--- src/rtl/umem_arbiter.sv ---
// umem_arbiter: arbitrates one single-port unified memory between the
// instruction-fetch port (IF) and the data port (MEM) of the pipeline.
//
// Accesses are serialized by a four-state FSM (IDLE, BUSY_I, BUSY_D, RESP).
// The granted address, write enable and write data are latched at grant time,
// so requester inputs may change freely afterwards. Every memory transaction
// is bounded by TIMEOUT cycles of mem_req; an expired transaction completes
// with rdata = 0 and a one-cycle err pulse alongside the ack.
//
// Build option:
//   ARB_RR_EN  undefined: fixed priority, data port over fetch port.
//              defined:   round-robin between the two ports.
//
// Ports:
//   clk, reset          clock, synchronous active-high reset
//   if_req/if_addr      fetch request (level, held until if_ack) and PC
//   if_ack/if_rdata     fetch completion pulse and instruction
//   if_stall            if_req && !if_ack
//   d_req/d_we/d_addr/d_wdata  data request (level, held until d_ack)
//   d_ack/d_rdata       data completion pulse and load data
//   d_stall             d_req && !d_ack
//   mem_req/mem_we/mem_addr/mem_wdata  memory request side
//   mem_ack/mem_rdata   memory completion pulse and read data
//   busy                FSM not idle
//   err                 one-cycle pulse on timeout abort (with the ack)
module umem_arbiter #(
  parameter int unsigned ADDR_W  = 32,
  parameter int unsigned DATA_W  = 32,
  parameter int unsigned TIMEOUT = 16
) (
  input  logic              clk,
  input  logic              reset,
  input  logic              if_req,
  input  logic [ADDR_W-1:0] if_addr,
  output logic              if_ack,
  output logic [DATA_W-1:0] if_rdata,
  output logic              if_stall,
  input  logic              d_req,
  input  logic              d_we,
  input  logic [ADDR_W-1:0] d_addr,
  input  logic [DATA_W-1:0] d_wdata,
  output logic              d_ack,
  output logic [DATA_W-1:0] d_rdata,
  output logic              d_stall,
  output logic              mem_req,
  output logic              mem_we,
  output logic [ADDR_W-1:0] mem_addr,
  output logic [DATA_W-1:0] mem_wdata,
  input  logic              mem_ack,
  input  logic [DATA_W-1:0] mem_rdata,
  output logic              busy,
  output logic              err
);

  localparam int unsigned CntW = (TIMEOUT > 2) ? $clog2(TIMEOUT) : 1;
  localparam logic [CntW-1:0] CntLast = CntW'(TIMEOUT - 1);

  typedef enum logic [1:0] {StIdle, StBusyI, StBusyD, StResp} state_e;

  state_e            state_q, state_d;
  logic [CntW-1:0]   cnt_q, cnt_d;
  logic              gnt_d_q, gnt_d_d;       // granted port is the data port
  logic              err_pend_q, err_pend_d;
  logic              mem_req_q, mem_req_d;
  logic              mem_we_q, mem_we_d;
  logic [ADDR_W-1:0] mem_addr_q, mem_addr_d;
  logic [DATA_W-1:0] mem_wdata_q, mem_wdata_d;
  logic [DATA_W-1:0] if_rdata_q, if_rdata_d;
  logic [DATA_W-1:0] d_rdata_q, d_rdata_d;
`ifdef ARB_RR_EN
  logic              last_d_q, last_d_d;     // 0 = fetch granted last
`endif

  logic if_elig, d_elig, pick_d;

  // A requester being acknowledged this cycle must not be re-granted.
  assign if_elig = if_req && !if_ack;
  assign d_elig  = d_req && !d_ack;

  always_comb begin
    state_d     = state_q;
    cnt_d       = cnt_q;
    gnt_d_d     = gnt_d_q;
    err_pend_d  = err_pend_q;
    mem_req_d   = mem_req_q;
    mem_we_d    = mem_we_q;
    mem_addr_d  = mem_addr_q;
    mem_wdata_d = mem_wdata_q;
    if_rdata_d  = if_rdata_q;
    d_rdata_d   = d_rdata_q;
`ifdef ARB_RR_EN
    last_d_d    = last_d_q;
    // On a tie the port not granted last wins.
    pick_d      = d_elig && (!if_elig || !last_d_q);
`else
    pick_d      = d_elig;
`endif

    unique case (state_q)
      StIdle: begin
        if (if_elig || d_elig) begin
          gnt_d_d     = pick_d;
          err_pend_d  = 1'b0;
          cnt_d       = '0;
          mem_req_d   = 1'b1;
          mem_we_d    = pick_d && d_we;
          mem_addr_d  = pick_d ? d_addr : if_addr;
          mem_wdata_d = pick_d ? d_wdata : mem_wdata_q;
          state_d     = pick_d ? StBusyD : StBusyI;
`ifdef ARB_RR_EN
          last_d_d    = pick_d;
`endif
        end
      end
      StBusyI, StBusyD: begin
        cnt_d = cnt_q + 1'b1;
        // mem_ack takes precedence over a timeout in the same cycle.
        if (mem_ack) begin
          mem_req_d = 1'b0;
          mem_we_d  = 1'b0;
          if (state_q == StBusyI) begin
            if_rdata_d = mem_rdata;
          end else if (!mem_we_q) begin
            d_rdata_d = mem_rdata;
          end
          state_d = StResp;
        end else if (cnt_q == CntLast) begin
          mem_req_d  = 1'b0;
          mem_we_d   = 1'b0;
          err_pend_d = 1'b1;
          if (state_q == StBusyI) begin
            if_rdata_d = '0;
          end else if (!mem_we_q) begin
            d_rdata_d = '0;
          end
          state_d = StResp;
        end
      end
      StResp: begin
        state_d = StIdle;
      end
      default: begin
        state_d = StIdle;
      end
    endcase
  end

  always_ff @(posedge clk) begin
    if (reset) begin
      state_q     <= StIdle;
      cnt_q       <= '0;
      gnt_d_q     <= 1'b0;
      err_pend_q  <= 1'b0;
      mem_req_q   <= 1'b0;
      mem_we_q    <= 1'b0;
      mem_addr_q  <= '0;
      mem_wdata_q <= '0;
      if_rdata_q  <= '0;
      d_rdata_q   <= '0;
`ifdef ARB_RR_EN
      last_d_q    <= 1'b0;
`endif
    end else begin
      state_q     <= state_d;
      cnt_q       <= cnt_d;
      gnt_d_q     <= gnt_d_d;
      err_pend_q  <= err_pend_d;
      mem_req_q   <= mem_req_d;
      mem_we_q    <= mem_we_d;
      mem_addr_q  <= mem_addr_d;
      mem_wdata_q <= mem_wdata_d;
      if_rdata_q  <= if_rdata_d;
      d_rdata_q   <= d_rdata_d;
`ifdef ARB_RR_EN
      last_d_q    <= last_d_d;
`endif
    end
  end

  assign mem_req   = mem_req_q;
  assign mem_we    = mem_we_q;
  assign mem_addr  = mem_addr_q;
  assign mem_wdata = mem_wdata_q;
  assign if_rdata  = if_rdata_q;
  assign d_rdata   = d_rdata_q;

  assign busy   = (state_q != StIdle);
  assign if_ack = (state_q == StResp) && !gnt_d_q;
  assign d_ack  = (state_q == StResp) && gnt_d_q;
  assign err    = (state_q == StResp) && err_pend_q;

  assign if_stall = if_req && !if_ack;
  assign d_stall  = d_req && !d_ack;

endmodule

--- config.mk ---
export PLATFORM = sky130hd
export DESIGN_NAME = umem_arbiter
export DESIGN_NICKNAME = d
export VERILOG_FILES = /design/src/rtl/umem_arbiter.sv
export SDC_FILE = /design/constraint.sdc
export NUM_CORES = 1
export LEC_CHECK = 0
export ABC_AREA = 1
export BUFFER_PORTS_ARGS = -buffer_cell sky130_fd_sc_hd__buf_4
export CAP_MARGIN = 20
export CORE_MARGIN = 2
export CORE_UTILIZATION = 50
export CTS_BUF_LIST = sky130_fd_sc_hd__clkbuf_8
export CTS_CLUSTER_SIZE = 14
export DETAILED_ROUTE_END_ITERATION = 8
export GPL_TIMING_DRIVEN = 0
export PLACE_DENSITY = 0.84
export RECOVER_POWER = 50
export SLEW_MARGIN = 10
export SYNTH_ARGS = -nofsm -noshare
export SYNTH_HDL_FRONTEND = slang
export SYNTH_SLANG_ARGS = --single-unit
--- constraint.sdc ---
create_clock -name clk -period 2.45 [get_ports clk]
set_clock_uncertainty 0.1 [all_clocks]
set_input_delay 0.49 -clock clk [delete_from_list [all_inputs] [get_ports clk]]
set_output_delay 0.49 -clock clk [all_outputs]
set_load 0.05 [all_outputs]
==> results.toml <==
[floorplanning]
placement_rows = 39
initial_core_util_pct = 50.8
die_w_um = 112
die_h_um = 112
die-area_mm2 = 0.0124
ioPinCount = 270
core_region_area_mm2 = 0.0114

[global_routing]
grt_pass1_wl_mm = 29.7
first_global_vias = 6167
antenna_found_initial = 0
grt_usage_pct = 29.5
grt_max_degree = 20
grt-ovfl-total = 0

[layout]
area_growth_pct = 36.3
antennaDiodeCount = 0
fin_cells = 1259
layout-drive-gt1-share_pct = 17.7
n_fill_cell = 1105
fin_nets = 1241

[detailed_routing]
avgViaCountPerCell = 5.06
finalWirelength_mm = 18.2
drtPass1Iterations = 5
ant_nets = 0
num_vias = 6373
drc_errors = 0
drt_iter0_markers = 534
wire_per_inst_um = 14.5

[synthesis]
synth_edf_count = 0
synthMuxAreaShare_pct = 0
synth_fa_ha_area_share_pct = 0.866
avgSynthCellArea_um2 = 7.07
yosys.area_share.simple_pct = 25.1
ys_seq_area_share_pct = 47.8
yosys_most_used_dff = "dfxtp_1"
synth_area_mm2 = 0.00578
yosysTopAreaCell = "dfxtp_1"
synth-compound-area-share_pct = 15.7
ys_ff_latch = 138
synth_nets = 956
synth_common_cells = "206 x nand2_1, 138 x dfxtp_1, 105 x a21oi_1"
synth_xor_area_share_pct = 0.152
async_flop_share_pct = 0
ys_top_cells_by_area = "dfxtp_1 48%, nand2_1 13%, a21oi_1 9.1%, o21ai_0 6.1%, inv_1 5.7%"
synth.distinct_cells = 23
synth_top_area_share_pct = 47.8
synth.most_common_cell = "nand2_1"
synth_top_family_by_area = "simple AND/OR/NAND/NOR gates"
postSynthCellCount = 818
yosysWarnings = 0

[placed_design]
gp_congestion = 0.838
portBuffers = 267
dp.cells = 1228
hpwl_mm = 13.6

[worst_setup_path]
cpPeakStageDelay_ns = 0.33
path_max_fanout = 19
crit_type = "reg2out"
rrSetupSlack_ns = 0.35
critPathSlowestCell = "dfxtp_1"
arrival_ns = 1.69
startpoint_type = "flop"
worstPathRequired_ns = 1.86
crit_chain = "ha_1, nand2_2, nand2_4, inv_2, buf_6, buf_6"
path_common_cell = "buf_6"
setup.worst_path.end_class = "output port"

[timing]
setup_tns_ns = 0
drv_slew = 0
setup_viol = 0
period_minus_slack_ns = 2.28
hold_viol = 0
fmax_ghz = 0.438
rsz0062_at_grt = "false"
tightest_slew_ns = 0.684
slew_headroom_pct = 54.6
period_share_pct = 93.2

[cts]
path_clk_slew_ns = 0.08
post_cts_buffers = 0
cts.sinks = 138
htreeDepth = 4
clk_path_buf_depth = 2
cts.root.buffer_cell = "clkbuf_8"
insertion_delay_ns = 0.44
numCtsBuffers = 17
cts_tree = "yes"

[pwr]
internal_power_mw = 4.70
irDropWorstVdd_mv = 0.643
comb_power_share_pct = 45.8
switching_power_mw = 4.43
p_clk_share_pct = 21.3
power_density_mw_per_mm2 = 1160
p_leak_nw = 3.58
power_frac_seq_pct = 32.9
switching_share_pct = 48.5

[flow_run]
cap_violations = 0

[worst_hold_path]
min_path_type = "in2reg"

[run_status]
status = "finished clean"
[power groups by stage]
stage               logic (mW)  registers [mW]  clock network, mW
finish                    4.18            3.00               1.95
global route              4.52            3.06               2.09
CTS                       4.57            3.01               1.98
detailed placement        4.55            3.05                  0
global placement          4.51            3.04                  0
floorplan                 1.60            4.57                  0
[timing repair]
item                       CTS  global route
hold endpoints to repair     0             0
hold buffers                 0             0
gates resized for setup      2             2
setup endpoints to repair    1             1
[kinds of logic after synthesis]
group,after synthesis
and+or+nand+nor,346
AOI/OAI and AO/OA,181
buffers and inverters,148
DFF,138
adders and majority gates,4
xor gates and xnor gates,1
[placed cells by master (no fill, tap or decap)]
cell type and instances:
clkinv_2 1, nand3_1 43, inv_6 3, inv_1 89, nor2_1 69, buf_1 5
buf_6 3, nand4_1 19, or2_0 3, buf_4 138, ha_1 4, clkinvlp_4 5
clkbuf_1 161, nor2_2 1, clkinv_4 1, buf_2 17, nand3_2 2, o21ai_1 5
nand2_2 1, xnor2_1 1, bufinv_16 3, dfxtp_1 138, inv_2 2, a21oi_1 105
nand2_4 2, o21ai_0 71, clkbuf_8 18, nand2_1 206
[metal layers]
metal  track usage, %  share of wire, %
met3             9.04               7.6
met5                0                 0
met1             33.5                40
met4             11.5               2.6
met2             51.8                49
[state kept, by name, indices dropped and copies added (netlist names)]
| name | flops |
|---|---|
| cnt_q | 4 |
| d_rdata | 32 |
| err_pend_q | 1 |
| gnt_d_q | 1 |
| if_rdata | 32 |
| mem_addr | 32 |
| mem_req | 1 |
| mem_wdata | 32 |
| mem_we | 1 |
| state_q | 2 |
[final cells by class]
type,count,area (µm²),area share (%)
buffer,57,258,3.27
clock buffer,18,248,3.14
clock inverter,14,171,2.17
inverter,90,338,4.29
multi-input combinational,532,2400,30.5
sequential,138,2760,35.1
tap,143,179,2.27
timing repair buffer,267,1520,19.3
[worst max-delay path: cells and delay by family, from the launching register on]
| family | cells | cell delay (ns) |
|---|---|---|
| adder cells (fa/ha/maj) | 1 | 0.25 |
| buffers and inverters | 3 | 0.43 |
| flip-flops | 1 | 0.33 |
| AND/OR/NAND/NOR | 2 | 0.23 |
[per-stage QoR]
| step | utilization, % | worst slack, ns | area [µm²] | total power [mW] | hold slack, ns |
|---|---|---|---|---|---|
| floorplan | - | 0.549 | 5780 | 6.17 | 0.326 |
| global placement | 70.0 | 0.265 | 7960 | 7.55 | 0.333 |
| detailed placement | 70.0 | 0.239 | 7960 | 7.60 | 0.337 |
| CTS | 73.8 | 0.00838 | 8390 | 9.56 | 0.196 |
| global route | 69.3 | 0.0501 | 7880 | 9.66 | 0.195 |
| finish | 69.3 | 0.166 | 7880 | 9.13 | 0.212 |
[final timing paths]
kind / startpoint / endpoint / cells after the start
max: state_q[0]$_SDFFE_PP0P_ / d_stall / 6
min: d_wdata[4] / mem_wdata[4]$_SDFFE_PP0P_ / 3
max reg2reg: state_q[1]$_SDFFE_PP0P_ / mem_addr[30]$_SDFFE_PP0P_ / 8
min reg2reg: if_rdata[3]$_SDFFE_PP0P_ / if_rdata[3]$_SDFFE_PP0P_ / 2
Note: power is estimated with default switching activity, not from simulation.
